## src/rtl/px_spi_pkg.sv

```systemverilog
// Shared types and helpers for the px_spi_master SPI master.
// Holds the FSM state encoding, SPI mode constants and width helpers.
package px_spi_pkg;

    typedef enum logic [1:0] {
        IDLE  = 2'd0,
        SETUP = 2'd1,
        SHIFT = 2'd2,
        HOLD  = 2'd3
    } state_e;

    localparam logic [1:0] MODE0 = 2'b00;
    localparam logic [1:0] MODE1 = 2'b01;
    localparam logic [1:0] MODE2 = 2'b10;
    localparam logic [1:0] MODE3 = 2'b11;

    function automatic int clog2(input int unsigned v);
        int r;
        r = 0;
        while ((64'd1 << r) < 64'(v)) begin
            r = r + 1;
        end
        return r;
    endfunction

    // Index width for a one-hot select; a single slave still needs one bit.
    function automatic int cs_w(input int unsigned n);
        return (clog2(n) < 1) ? 1 : clog2(n);
    endfunction

endpackage

```

## src/rtl/px_spi_clkgen.sv

```systemverilog
// Half-period tick generator: one-cycle tick every (div+1) clocks while enabled.
// The divider value is reloaded when enable rises, so each transfer uses its own div.
module px_spi_clkgen
    import px_spi_pkg::*;
#(
    parameter int unsigned DIV_W = 8
) (
    input  logic             clk,
    input  logic             rst,
    input  logic             en,
    input  logic [DIV_W-1:0] div,
    output logic             tick
);

    logic [DIV_W-1:0] cnt_q;
    logic [DIV_W-1:0] cnt_d;
    logic [DIV_W-1:0] cnt_eff_s;
    logic             en_q;

    // Next count and tick; the first enabled cycle counts from div directly.
    always_comb begin
        cnt_eff_s = (en && !en_q) ? div : cnt_q;
        tick      = 1'b0;
        cnt_d     = cnt_q;
        if (en) begin
            tick  = (cnt_eff_s == {DIV_W{1'b0}});
            cnt_d = tick ? div : (cnt_eff_s - DIV_W'(1));
        end else begin
            cnt_d = cnt_q;
        end
    end

    // Counter and enable-history registers.
    always_ff @(posedge clk) begin
        if (rst) begin
            cnt_q <= {DIV_W{1'b0}};
            en_q  <= 1'b0;
        end else begin
            cnt_q <= cnt_d;
            en_q  <= en;
        end
    end

endmodule

```

## src/rtl/px_spi_master.sv

```systemverilog
// Parametrised SPI master, all four CPOL/CPHA modes, programmable SCK divider.
// Optional LSB-first support is built when PX_SPI_LSB_FIRST_EN is defined.
module px_spi_master
    import px_spi_pkg::*;
#(
    parameter int unsigned DATA_W = 8,
    parameter int unsigned DIV_W  = 8,
    parameter int unsigned NCS    = 1
) (
    input  logic                   clk,
    input  logic                   rst,
    input  logic                   start,
    input  logic [DATA_W-1:0]      tx_data,
    input  logic [1:0]             mode,
    input  logic [DIV_W-1:0]       div,
    input  logic [cs_w(NCS)-1:0]   cs_sel,
`ifdef PX_SPI_LSB_FIRST_EN
    input  logic                   lsb_first,
`endif
    output logic                   busy,
    output logic                   done,
    output logic [DATA_W-1:0]      rx_data,
    output logic [1:0]             mode_out,
    output logic                   sck,
    output logic                   mosi,
    input  logic                   miso,
    output logic [NCS-1:0]         cs_n
);

    localparam int unsigned CS_W = cs_w(NCS);
    localparam int unsigned BC_W = clog2(DATA_W + 1);
    localparam logic [CS_W:0] NCS_L = (CS_W + 1)'(NCS);

    state_e            state_q, state_d;
    logic [1:0]        mode_q, mode_d;
    logic [DIV_W-1:0]  div_q, div_d;
    logic              lsb_q, lsb_d;
    logic [DATA_W-1:0] tx_sr_q, tx_sr_d;
    logic [DATA_W-1:0] rx_sr_q, rx_sr_d;
    logic [BC_W-1:0]   bit_cnt_q, bit_cnt_d;
    logic              even_q, even_d;
    logic              sck_q, sck_d;
    logic              mosi_q, mosi_d;
    logic [NCS-1:0]    cs_n_q, cs_n_d;
    logic              busy_q, busy_d;
    logic              done_q, done_d;
    logic [DATA_W-1:0] rx_data_q, rx_data_d;

    logic lsb_in_s;
    logic tick_s;
    logic clk_en_s;
    logic cs_ok_s;
    logic sample_s;
    logic last_s;

`ifdef PX_SPI_LSB_FIRST_EN
    assign lsb_in_s = lsb_first;
`else
    assign lsb_in_s = 1'b0;
`endif

    function automatic logic out_bit(input logic [DATA_W-1:0] w, input logic lsb);
        return lsb ? w[0] : w[DATA_W-1];
    endfunction

    function automatic logic [DATA_W-1:0] shift_out(input logic [DATA_W-1:0] w, input logic lsb);
        return lsb ? {1'b0, w[DATA_W-1:1]} : {w[DATA_W-2:0], 1'b0};
    endfunction

    assign clk_en_s = (state_q != IDLE);

    px_spi_clkgen #(
        .DIV_W (DIV_W)
    ) u_clkgen (
        .clk  (clk),
        .rst  (rst),
        .en   (clk_en_s),
        .div  (div_q),
        .tick (tick_s)
    );

    // Next-state logic; even_q marks that the next SCK edge is an even-numbered one.
    always_comb begin
        state_d   = state_q;
        mode_d    = mode_q;
        div_d     = div_q;
        lsb_d     = lsb_q;
        tx_sr_d   = tx_sr_q;
        rx_sr_d   = rx_sr_q;
        bit_cnt_d = bit_cnt_q;
        even_d    = even_q;
        sck_d     = sck_q;
        mosi_d    = mosi_q;
        cs_n_d    = cs_n_q;
        busy_d    = busy_q;
        done_d    = 1'b0;
        rx_data_d = rx_data_q;
        cs_ok_s   = ({1'b0, cs_sel} < NCS_L);
        sample_s  = (even_q == mode_q[0]);
        last_s    = even_q && (bit_cnt_q == (mode_q[0] ? BC_W'(1) : BC_W'(0)));

        case (state_q)
            IDLE: begin
                sck_d = mode_q[1];
                if (start && cs_ok_s) begin
                    state_d   = SETUP;
                    mode_d    = mode;
                    div_d     = div;
                    lsb_d     = lsb_in_s;
                    busy_d    = 1'b1;
                    sck_d     = mode[1];
                    bit_cnt_d = BC_W'(DATA_W);
                    even_d    = 1'b0;
                    rx_sr_d   = {DATA_W{1'b0}};
                    for (int unsigned i = 0; i < NCS; i++) begin
                        cs_n_d[i] = (32'(cs_sel) != i);
                    end
                    // CPHA=0 needs the first bit on MOSI before the first (sampling) edge.
                    if (!mode[0]) begin
                        mosi_d  = out_bit(tx_data, lsb_in_s);
                        tx_sr_d = shift_out(tx_data, lsb_in_s);
                    end else begin
                        tx_sr_d = tx_data;
                    end
                end else begin
                    state_d = IDLE;
                end
            end
            SETUP: begin
                if (tick_s) begin
                    state_d = SHIFT;
                end else begin
                    state_d = SETUP;
                end
            end
            SHIFT: begin
                if (tick_s) begin
                    sck_d  = ~sck_q;
                    even_d = ~even_q;
                    if (sample_s) begin
                        rx_sr_d   = lsb_q ? {miso, rx_sr_q[DATA_W-1:1]} : {rx_sr_q[DATA_W-2:0], miso};
                        bit_cnt_d = bit_cnt_q - BC_W'(1);
                    end else begin
                        mosi_d  = out_bit(tx_sr_q, lsb_q);
                        tx_sr_d = shift_out(tx_sr_q, lsb_q);
                    end
                    if (last_s) begin
                        state_d = HOLD;
                    end else begin
                        state_d = SHIFT;
                    end
                end else begin
                    state_d = SHIFT;
                end
            end
            HOLD: begin
                if (tick_s) begin
                    state_d   = IDLE;
                    cs_n_d    = {NCS{1'b1}};
                    rx_data_d = rx_sr_q;
                    done_d    = 1'b1;
                    busy_d    = 1'b0;
                end else begin
                    state_d = HOLD;
                end
            end
            default: begin
                state_d = IDLE;
            end
        endcase
    end

    // State and output registers.
    always_ff @(posedge clk) begin
        if (rst) begin
            state_q   <= IDLE;
            mode_q    <= MODE0;
            div_q     <= {DIV_W{1'b0}};
            lsb_q     <= 1'b0;
            tx_sr_q   <= {DATA_W{1'b0}};
            rx_sr_q   <= {DATA_W{1'b0}};
            bit_cnt_q <= {BC_W{1'b0}};
            even_q    <= 1'b0;
            sck_q     <= 1'b0;
            mosi_q    <= 1'b0;
            cs_n_q    <= {NCS{1'b1}};
            busy_q    <= 1'b0;
            done_q    <= 1'b0;
            rx_data_q <= {DATA_W{1'b0}};
        end else begin
            state_q   <= state_d;
            mode_q    <= mode_d;
            div_q     <= div_d;
            lsb_q     <= lsb_d;
            tx_sr_q   <= tx_sr_d;
            rx_sr_q   <= rx_sr_d;
            bit_cnt_q <= bit_cnt_d;
            even_q    <= even_d;
            sck_q     <= sck_d;
            mosi_q    <= mosi_d;
            cs_n_q    <= cs_n_d;
            busy_q    <= busy_d;
            done_q    <= done_d;
            rx_data_q <= rx_data_d;
        end
    end

    assign busy     = busy_q;
    assign done     = done_q;
    assign rx_data  = rx_data_q;
    assign mode_out = mode_q;
    assign sck      = sck_q;
    assign mosi     = mosi_q;
    assign cs_n     = cs_n_q;

endmodule

```

## config.mk

```make
export PLATFORM = sky130hd
export DESIGN_NAME = px_spi_master
export DESIGN_NICKNAME = d
export VERILOG_FILES = /design/src/rtl/px_spi_pkg.sv /design/src/rtl/px_spi_clkgen.sv /design/src/rtl/px_spi_master.sv
export SDC_FILE = /design/constraint.sdc
export NUM_CORES = 1
export LEC_CHECK = 0
export CELL_PAD_IN_SITES_DETAIL_PLACEMENT = 1
export CELL_PAD_IN_SITES_GLOBAL_PLACEMENT = 2
export CORE_MARGIN = 2
export CORE_UTILIZATION = 33
export DETAILED_ROUTE_END_ITERATION = 7
export GPL_ROUTABILITY_DRIVEN = 0
export GPL_TIMING_DRIVEN = 0
export HOLD_SLACK_MARGIN = 0.03
export PLACE_DENSITY_LB_ADDON = 0.12
export SETUP_SLACK_MARGIN = 0.5
export SKIP_CTS_REPAIR_TIMING = 1
export SLEW_MARGIN = 10
export SYNTH_ARGS = -nofsm -noshare
export SYNTH_HDL_FRONTEND = slang
export SYNTH_SLANG_ARGS = --single-unit
```

## constraint.sdc

```tcl
create_clock -name clk -period 4.9 [get_ports clk]
set_clock_uncertainty 0.1 [all_clocks]
set_input_delay 0.98 -clock clk [delete_from_list [all_inputs] [get_ports clk]]
set_output_delay 0.98 -clock clk [all_outputs]
set_load 0.05 [all_outputs]
```

---- Word level (Yosys, flattened, before mapping) ----
Index checks and enable logic that the tools add are counted.
word-level totals
  flip-flop bits (word level) ............. 55
  bits of input ports ..................... 23
  output and inout bits ................... 15
operators by class
  multiplexer cells ....................... 41
  add/subtract/negate cells ............... 2
  reduce and logical (&&, ||, !) cells .... 18
  bitwise operators ....................... 3
  equal/unequal tests ..................... 11
  magnitude comparators ................... 1
operators by type and width
  operator                                          count
  two-way mux 8 bit                                 9
  one-hot mux 8 bit (2 select lines)                2
  two-way mux 1 bit                                 17
  two-way mux 4 bit                                 3
  inequality test 2 bit, second input constant      6
  one-hot mux 1 bit (2 select lines)                5
  logical NOT 8 bit                                 1
  one-hot mux 2 bit (4 select lines)                1
  one-hot mux 4 bit (2 select lines)                1
  AND reduction 4 bit                               2
  subtractor 8 x 1 -> 8 bit, second input constant  1
  two-way mux 2 bit                                 3
  AND reduction 2 bit                               3
  AND reduction 3 bit                               2
  nonzero test 2 bit                                3
  AND reduction 5 bit                               1
  == test 2 bit, second input constant              2
  == test 4 x 1 -> 1 bit                            1
  subtractor 4 x 1 -> 4 bit, second input constant  1
  logical AND 1 bit                                 3
  NOT 1 bit                                         3
  == test 2 x 1 -> 1 bit, second input constant     1
  logical NOT 2 bit                                 1
  OR reduction 2 bit                                1
  3 further kinds                                   3

---- Longest topological paths before layout ----
Gate-level depths: netlist (run 1).
  word-level depth ........................ 7
  mapped depth ............................ 11
  depth with buffers taken out ............ 8

---- Modules after synthesis ----
A second synthesis (run 1) with hierarchy kept.
second synthesis, totals
  cells, all modules ...................... 305
  area, all modules ....................... 2756.4 um^2
by module, submodules not included
  module         cells an instance  instances  area each (um^2)
  px_spi_master  218                1          1980.6
  px_spi_clkgen  87                 1          775.7

---- Worst setup path after synthesis (run 1) ----
No wires, ideal clock.
  kind .................................... register to register
  start point ............................. register state_q[1]
  end point ............................... register rx_data_q[0], in the netlist rx_data[0]
  path slack .............................. 2350 ps
  clock period less this slack ............ 2550 ps
  stages on the path, launching flop included .. 11
  library setup time ...................... 128 ps
  data arrival time ....................... 2322 ps
  cell sequence ........................... dfxtp_1 > o21bai_2 > mux2i_1 > ha_1 > nor4b_1 > and3_1 > buf_2 > o211ai_1 > buf_2 > mux2i_1 > nor2_1
between the ends
  cells in the longest elaborated chain, start to end .. 6
  elaborated cells between the ends (all ways) .. 7
RTL lines
  element                                 line                  RTL
  start: declaration                      px_spi_master.sv:34   state_e state_q, state_d;
  start signal: assignment                px_spi_master.sv:191  state_q <= state_d;
  nonzero test 2 bit                      px_spi_master.sv:70   assign clk_en_s = (state_q != IDLE);
  logical AND 1 bit                       px_spi_clkgen.sv:22   cnt_eff_s = (en && !en_q) ? div : cnt_q;
  two-way mux 8 bit                       px_spi_clkgen.sv:22
  logical NOT 8 bit                       px_spi_clkgen.sv:26   tick = (cnt_eff_s == {DIV_W{1'b0}});
  two-way mux 1 bit                       px_spi_clkgen.sv:25   if (en) begin
  AND reduction 2 bit (no source line) *  --
  end signal: assignment                  px_spi_master.sv:189  rx_data_q <= {DATA_W{1'b0}};
  end signal: assignment                  px_spi_master.sv:204  rx_data_q <= rx_data_d;
  end: declaration                        px_spi_master.sv:47   logic [DATA_W-1:0] rx_data_q, rx_data_d;
Mark *: on every way between the ends. The rest lies on a longest branch, timed or not.
A chain may end at the register's enable or synchronous reset.

---- Worst setup path in the final report (run 1) ----
  start point ............................. register state_q[1]
  end point ............................... register rx_sr_q[0]
between the ends
  cells in the longest elaborated chain, start to end .. 7
  elaborated cells between the ends (all ways) .. 13
RTL lines
  element                                 line                  RTL
  nonzero test 2 bit                      px_spi_master.sv:70
  logical AND 1 bit                       px_spi_clkgen.sv:22
  two-way mux 8 bit                       px_spi_clkgen.sv:22
  logical NOT 8 bit                       px_spi_clkgen.sv:26
  two-way mux 1 bit                       px_spi_clkgen.sv:25
  inequality test 2 bit (no source line)  --
  AND reduction 4 bit (no source line)    --
  end signal: assignment                  px_spi_master.sv:181  rx_sr_q <= {DATA_W{1'b0}};
  end signal: assignment                  px_spi_master.sv:196  rx_sr_q <= rx_sr_d;
  end: declaration                        px_spi_master.sv:39   logic [DATA_W-1:0] rx_sr_q, rx_sr_d;
Parallel ways exist; a longest one is shown, timed or not.

==> impl_metrics.sql, run 1 <==
INSERT INTO impl_metrics (metric_group, metric, value, unit) VALUES
('outcome', 'outcome', 'complete, no violations', ''),
('synthesis', 'synthDistinctLibCells', '54', ''),
('power_and_ir_drop', 'comb_power_share', '49.4', '%'),
('clock_network', 'cts_tree', 'yes', ''),
('global_routing', 'number_of_antenna_violations_at_the_first_check_in_global_routing', '0', ''),
('synthesis', 'synth_xor_xnor_area_share', '2.509', '%'),
('die', 'design.die.area', '0.009214', 'sq mm'),
('global_routing', 'grt_max_degree', '19', ''),
('drt', 'via_per_inst', '5.341', ''),
('die', 'die_w', '95.99', 'um'),
('global_routing', 'first_global_vias', '2627', ''),
('synthesis', 'synth.cell_area', '0.002793', 'sq mm'),
('sta', 'timing.final.crit_period', '3.098', 'ns'),
('finish', 'n_fill_cell', '994', ''),
('setup_path', 'critical_path_peak_fanout', '10', ''),
('synthesis', 'synth.mux.area_fraction', '11.34', '%'),
('global_routing', 'global_route.peak_usage_layer', 'met2', ''),
('finish', 'final_cell_count_no_fill', '478', ''),
('clock_network', 'path_clk_slew', '0.10', 'ns'),
('power_and_ir_drop', 'share_clk_of_total_power', '18.1', '%'),
('global_routing', 'gr-usage-met2', '30.15', '%'),
('global_routing', 'global_route.usage.met1', '26.24', '%'),
('power_and_ir_drop', 'sequential_share_of_power', '32.5', '%'),
('synthesis', 'synthAdderAreaFrac', '1.344', '%'),
('job', 'cap_violations', '0', ''),
('setup_path', 'crit_path_end_kind', 'flip-flop', ''),
('synthesis', 'synth_warnings', '0', ''),
('sta', 'setup_viol', '0', ''),
('placement', 'numPlacedInstances', '470', ''),
('power_and_ir_drop', 'internal_power', '0.9827', 'mW'),
('finish', 'diodes', '0', ''),
('clock_network', 'clock_tree.htree_level_count', '2', ''),
('synthesis', 'synth_top_family_by_area', 'simple AND/OR/NAND/NOR gates', ''),
('clock_network', 'cts_made_buffers', '5', ''),
('synthesis', 'synth_top_cells_by_area', 'sky130_fd_sc_hd__dfxtp_1 39%, sky130_fd_sc_hd__mux2i_1 10%, sky130_fd_sc_hd__nor2_1 5.9%, sky130_fd_sc_hd__nand2_1 5.4%, sky130_fd_sc_hd__a21oi_1 3.9%', ''),
('power_and_ir_drop', 'power.switching', '0.7677', 'mW'),
('worst_hold_path', 'timing.hold.worst.class', 'flip-flop to flip-flop', ''),
('die', 'start_util', '33.99', '%'),
('placement', 'dp_hpwl', '5784', 'um'),
('sta', 'drv_slew', '0', ''),
('global_routing', 'track_usage', '18.76', '%'),
('synthesis', 'asyncSetResetFlopFracSynth', '0', '%'),
('power_and_ir_drop', 'switching_share', '43.86', '%'),
('power_and_ir_drop', 'power_density', '516.4', 'mW/mm^2'),
('setup_path', 'crit_path_start_kind', 'flip-flop', ''),
('synthesis', 'synthMostInstantiatedCell', 'sky130_fd_sc_hd__dfxtp_1', ''),
('finish', 'finish.instance_area', '0.003390', 'sq mm'),
('placement', 'place_ws', '1.832', 'ns'),
('setup_path', 'worst_ep_arrival_time', '3.19', 'ns'),
('die', 'die_h', '95.99', 'um'),
('finish', 'fraction_of_layout_cells_with_a_size_suffix_above_1', '6.702', '%'),
('drt', 'drcViolationCount', '0', ''),
('clock_network', 'clock_path_buffers', '2', ''),
('synthesis', 'post_synth.cell_area_avg', '8.463', 'sq um'),
('finish', 'syn_to_final_growth', '21.37', '%'),
('synthesis', 'compound_cell_area_share_of_the_yosys_netlist', '18.10', '%'),
('setup_path', 'cp_data_required_time', '5.00', 'ns'),
('drt', 'drt-initial-drc-count', '62', ''),
('synthesis', 'synth_ff_type', 'sky130_fd_sc_hd__dfxtp_1', ''),
('finish', 'total_area_of_multi_input_combinational_cells', '0.001562', 'sq mm'),
('clock_network', 'tritoncts_num_sinks', '55', ''),
('sta', 'max_freq', '0.3228', 'GHz'),
('die', 'num_rows', '33', ''),
('placement', 'place.port_buffers', '35', ''),
('sta', 'worstMarginPinSlew', '0.8840', 'ns'),
('drt', 'drt_pass1_iterations', '4', ''),
('power_and_ir_drop', 'ir_worst_vdd', '0.2290', 'mV'),
('sta', 'slew-limit-headroom', '40.86', '%'),
('die', 'ioPinCount', '38', ''),
('power_and_ir_drop', 'total_leakage_power', '1.352', 'nW'),
('sta', 'timing.setup.tns', '0', 'ns');
per-stage QoR:
step,total power [mW],util [%],hold slack [ns]
after floorplan,1.198,-,0.3391
after global placement,1.440,39.85,0.3504
after detailed placement,1.448,39.85,0.3648
after CTS,1.769,41.25,0.3807
after global routing,1.880,41.25,0.4028
final,1.750,41.25,0.3773
power by group through the flow:
stage / combinational [mW] / sequential (mW) / clock (mW)
3_5_place_dp: 0.868 / 0.580 / 0
5_1_grt: 0.958 / 0.579 / 0.343
6_report: 0.865 / 0.569 / 0.316
2_1_floorplan: 0.612 / 0.586 / 0
4_1_cts: 0.872 / 0.569 / 0.328
3_3_place_gp: 0.862 / 0.578 / 0
metal layers:
layer	part of all wire, %	vias up
li1	-	1275
met1	52	1241
met2	45	32
met3	2.9	5
met4	0.91	0
met5	0	-
critical path, stage by stage, from the launching register on:
cell                       delay (ns)
sky130_fd_sc_hd__dfxtp_1         0.35
sky130_fd_sc_hd__o21bai_2        0.45
sky130_fd_sc_hd__mux2i_1         0.31
sky130_fd_sc_hd__ha_1            0.24
sky130_fd_sc_hd__nor4b_1         0.36
sky130_fd_sc_hd__and3_1          0.23
sky130_fd_sc_hd__buf_2           0.25
sky130_fd_sc_hd__o211ai_1        0.18
sky130_fd_sc_hd__buf_2           0.26
sky130_fd_sc_hd__mux2i_1         0.19
sky130_fd_sc_hd__nor2_1          0.06
worst paths after layout:
| check | start | slack (ns) | end | cells after the start |
|---|---|---|---|---|
| worst max-delay path | state_q[1] | 1.80 | rx_sr_q[0] | 10 |
| worst min-delay path | mosi | 0.38 | mosi | 2 |
| worst max register to register | state_q[1] | 1.80 | rx_sr_q[0] | 10 |
| worst min register to register | mosi | 0.38 | mosi | 2 |
registers in the layout, summed over array words and instances (netlist names):
signal and cells:
done 1, u_clkgen.cnt_q 8, mode_out 2, sck 1
rx_sr_q 8, busy 1, even_q 1, tx_sr_q 8
bit_cnt_q 4, rx_data 8, cs_n 1, mosi 1
u_clkgen.en_q 1, state_q 2, div_q 8
area by class of cell:
type	count	share of cell area [%]
Clock inverter	3	1.366
Inverter	5	0.5537
Buffer	24	3.285
Clock buffer	5	2.030
Sequential cell	55	32.48
Tap cell	105	3.876
Timing Repair Buffer	35	10.34
Multi-Input combinational cell	246	46.07
placed cells by master (no fill, tap or decap), types with 10 or more instances in the layout:
cell,n
sky130_fd_sc_hd__clkbuf_1,17
sky130_fd_sc_hd__a21oi_1,22
sky130_fd_sc_hd__mux2i_1,29
sky130_fd_sc_hd__nor3_1,10
sky130_fd_sc_hd__nand2_1,40
sky130_fd_sc_hd__dfxtp_1,55
sky130_fd_sc_hd__clkdlybuf4s50_1,35
sky130_fd_sc_hd__nor2_1,44
sky130_fd_sc_hd__a31oi_1,14
kinds of logic after synthesis:
logic type / Yosys count
AND/OR/NAND/NOR: 132
AO/OA/AOI/OAI: 72
flip-flops: 55
multiplexers: 31
buffers and inverters: 29
XOR/XNOR: 8
adder cells (fa/ha/maj): 3
(Power assumes the default switching activity.)
==> run 2: changes to the inputs <==
==> constraint.sdc (replaced) <==
create_clock -name clk -period 3 [get_ports clk]
set_clock_uncertainty 0.1 [all_clocks]
set_input_delay 0.6 -clock clk [delete_from_list [all_inputs] [get_ports clk]]
set_output_delay 0.6 -clock clk [all_outputs]
set_load 0.05 [all_outputs]
==> impl_metrics.sql, run 2 (same netlist as run 1, synthesis figures left out) <==
INSERT INTO impl_metrics (metric_group, metric, value, unit) VALUES
('outcome', 'outcome', 'complete, no violations', ''),
('global_routing', 'first_global_vias', '2567', ''),
('clock_network', 'cts-root-buf', 'sky130_fd_sc_hd__clkbuf_8', ''),
('finish', 'fin_util', '45.84', '%'),
('power_and_ir_drop', 'share_clk_of_total_power', '14.1', '%'),
('setup_path', 'critical_path_peak_fanout', '7', ''),
('sta', 'timing.final.crit_period', '2.580', 'ns'),
('drt', 'detail_route.wl_per_cell', '17.32', 'um'),
('power_and_ir_drop', 'ir_worst_vdd', '0.4572', 'mV'),
('setup_path', 'crit_path_end_kind', 'flip-flop', ''),
('die', 'ioPinCount', '38', ''),
('setup_path', 'worst-r2r-setup-slack', '0.42', 'ns'),
('die', 'floorplan.core_area', '0.008217', 'sq mm'),
('placement', 'dp_hpwl', '5836', 'um'),
('die', 'start_util', '33.99', '%'),
('drt', 'via_per_inst', '5.368', ''),
('global_routing', 'global_route.usage.met1', '26.69', '%'),
('sta', 'max_freq', '0.3877', 'GHz'),
('global_routing', 'track_usage', '18.59', '%'),
('drt', 'number_of_nets_with_antenna_violations_after_detailed_routing', '0', ''),
('power_and_ir_drop', 'power_density', '889.7', 'mW/mm^2'),
('finish', 'total_area_of_multi_input_combinational_cells', '0.001768', 'sq mm'),
('global_routing', 'number_of_antenna_violations_at_the_first_check_in_global_routing', '0', ''),
('finish', 'nets', '417', ''),
('finish', 'fraction_of_layout_cells_with_a_size_suffix_above_1', '19.13', '%'),
('power_and_ir_drop', 'internal_power', '1.876', 'mW'),
('sta', 'worstMarginPinSlew', '0.8730', 'ns'),
('drt', 'detailroute.via_count', '2668', ''),
('worst_hold_path', 'timing.hold.worst_endpoint', 'mosi', ''),
('die', 'design.die.area', '0.009214', 'sq mm'),
('finish', 'final_cell_count_no_fill', '497', ''),
('finish', 'n_fill_cell', '960', ''),
('clock_network', 'tritoncts_num_sinks', '55', ''),
('sta', 'final.hold.worst_slack', '0.3802', 'ns'),
('job', 'cap_violations', '0', ''),
('placement', 'place.port_buffers', '35', ''),
('worst_hold_path', 'timing.hold.worst.class', 'flip-flop to flip-flop', ''),
('sta', 'grt_setup_unrepaired', 'true', ''),
('clock_network', 'cts_made_buffers', '5', ''),
('global_routing', 'global_route.peak_usage_layer', 'met2', ''),
('sta', 'setup_viol', '0', ''),
('finish', 'finish.instance_area', '0.003766', 'sq mm'),
('setup_path', 'worst_ep_arrival_time', '2.69', 'ns'),
('setup_path', 'rr_worst_depth', '10', ''),
('setup_path', 'cp_data_required_time', '3.11', 'ns'),
('sta', 'slew-limit-headroom', '41.60', '%'),
('clock_network', 'cts_tree', 'yes', ''),
('placement', 'place_ws', '-0.01988', 'ns'),
('drt', 'route.final.wire_length', '8607', 'um'),
('die', 'die_h', '95.99', 'um'),
('global_routing', 'grt_first_pass_wirelength', '13260', 'um'),
('power_and_ir_drop', 'comb_power_share', '57.5', '%'),
('sta', 'finalHoldViolCount', '0', ''),
('global_routing', 'gr-total-overflow', '0', ''),
('setup_path', 'critical_path_class', 'flip-flop to flip-flop', ''),
('drt', 'drt-initial-drc-count', '73', ''),
('clock_network', 'path_clk_slew', '0.11', 'ns'),
('drt', 'drt_pass1_iterations', '4', ''),
('finish', 'syn_to_final_growth', '34.86', '%'),
('setup_path', 'reg2reg_from', 'state_q[0]', ''),
('placement', 'numPlacedInstances', '470', ''),
('finish', 'mostFrequentLayoutCell', 'sky130_fd_sc_hd__dfxtp_1', ''),
('finish', 'diodes', '0', ''),
('die', 'num_rows', '33', ''),
('global_routing', 'globalRouteMet3Util', '3.289', '%'),
('power_and_ir_drop', 'power.switching', '1.475', 'mW'),
('sta', 'post-route-worst-setup-slack', '0.4204', 'ns'),
('drt', 'drcViolationCount', '0', ''),
('worst_hold_path', 'hold_path_startpoint', 'mosi', ''),
('power_and_ir_drop', 'sequential_share_of_power', '28.4', '%'),
('clock_network', 'skew_pair_late_insertion_delay', '0.33', 'ns'),
('setup_path', 'crit_path_start_kind', 'flip-flop', ''),
('clock_network', 'clock_tree.htree_level_count', '2', ''),
('global_routing', 'grt_max_degree', '19', ''),
('clock_network', 'clock_path_buffers', '2', ''),
('sta', 'drv_slew', '0', ''),
('sta', 'final_min_period_over_clock_period', '85.99', '%'),
('placement', 'post_dp_cell_area', '0.003282', 'sq mm'),
('power_and_ir_drop', 'switching_share', '44.01', '%'),
('power_and_ir_drop', 'total_leakage_power', '1.488', 'nW'),
('sta', 'timing.setup.tns', '0', 'ns'),
('global_routing', 'gr-usage-met2', '29.11', '%'),
('worst_hold_path', 'timing.hold.worst_path_depth', '2', ''),
('setup_path', 'capture_instance_of_the_worst_register_to_register_path', 'rx_data[0]', ''),
('finish', 'area.sequential', '0.001105', 'sq mm'),
('die', 'die_w', '95.99', 'um'),
('power_and_ir_drop', 'total_power', '3.351', 'mW'),
('finish', 'mostFrequentLayoutCells', '52 x sky130_fd_sc_hd__dfxtp_1, 41 x sky130_fd_sc_hd__nor2_1, 39 x sky130_fd_sc_hd__nand2_1', '');
## run 2: cell count changes in the layout (fill, tap and decap cells not counted), moves of 4 or more
cell / change
sky130_fd_sc_hd__a21oi_1: -4
sky130_fd_sc_hd__buf_4: +17
sky130_fd_sc_hd__buf_6: +5
sky130_fd_sc_hd__a21oi_2: +4
sky130_fd_sc_hd__buf_2: -4
## run 2: layer usage
metal	vias up	share of wire, %
met2	46	45
met1	1303	50
met5	-	0
li1	1311	-
met3	8	3.6
met4	0	0.82
## run 2: layout make-up
class	count	share of cell area [%]
inverter	5	0.4983
clock inverter	2	0.5316
sequential	55	29.34
clock buffer	6	2.193
multi-input combinational	246	46.94
tap	105	3.488
buffer	24	3.721
timing repair buffer	54	13.29
## run 2: power by group through the flow
stage	logic [mW]	clock network, mW	registers [mW]
2_1_floorplan	1.01	0	0.960
3_3_place_gp	1.41	0	0.947
3_5_place_dp	1.43	0	0.950
4_1_cts	1.44	0.489	0.933
5_1_grt	2.08	0.509	0.968
6_report	1.93	0.472	0.953
## run 2: worst max-delay path by stage
stage	slack (ns)	cells past startpoint	endpoint	from
2_1_floorplan	0.51	11	rx_data[0]	u_clkgen.en_q
3_3_place_gp	0.06	11	rx_data[2]	u_clkgen.en_q
3_5_place_dp	-0.02	11	rx_data[0]	u_clkgen.en_q
4_1_cts	-0.03	11	busy	u_clkgen.en_q
5_1_grt	0.27	10	rx_data[1]	state_q[0]
6_report	0.42	10	rx_data[0]	state_q[0]
## run 2: worst max-delay path, cell delays in order (launching register included)
cell                       delay (ns)
sky130_fd_sc_hd__dfxtp_2         0.35
sky130_fd_sc_hd__o21bai_4        0.26
sky130_fd_sc_hd__mux2i_2         0.28
sky130_fd_sc_hd__ha_2            0.24
sky130_fd_sc_hd__nor4b_4         0.25
sky130_fd_sc_hd__and3_4          0.24
sky130_fd_sc_hd__buf_8           0.12
sky130_fd_sc_hd__o211ai_1        0.17
sky130_fd_sc_hd__buf_4           0.25
sky130_fd_sc_hd__mux2i_1         0.15
sky130_fd_sc_hd__nor2_1          0.05
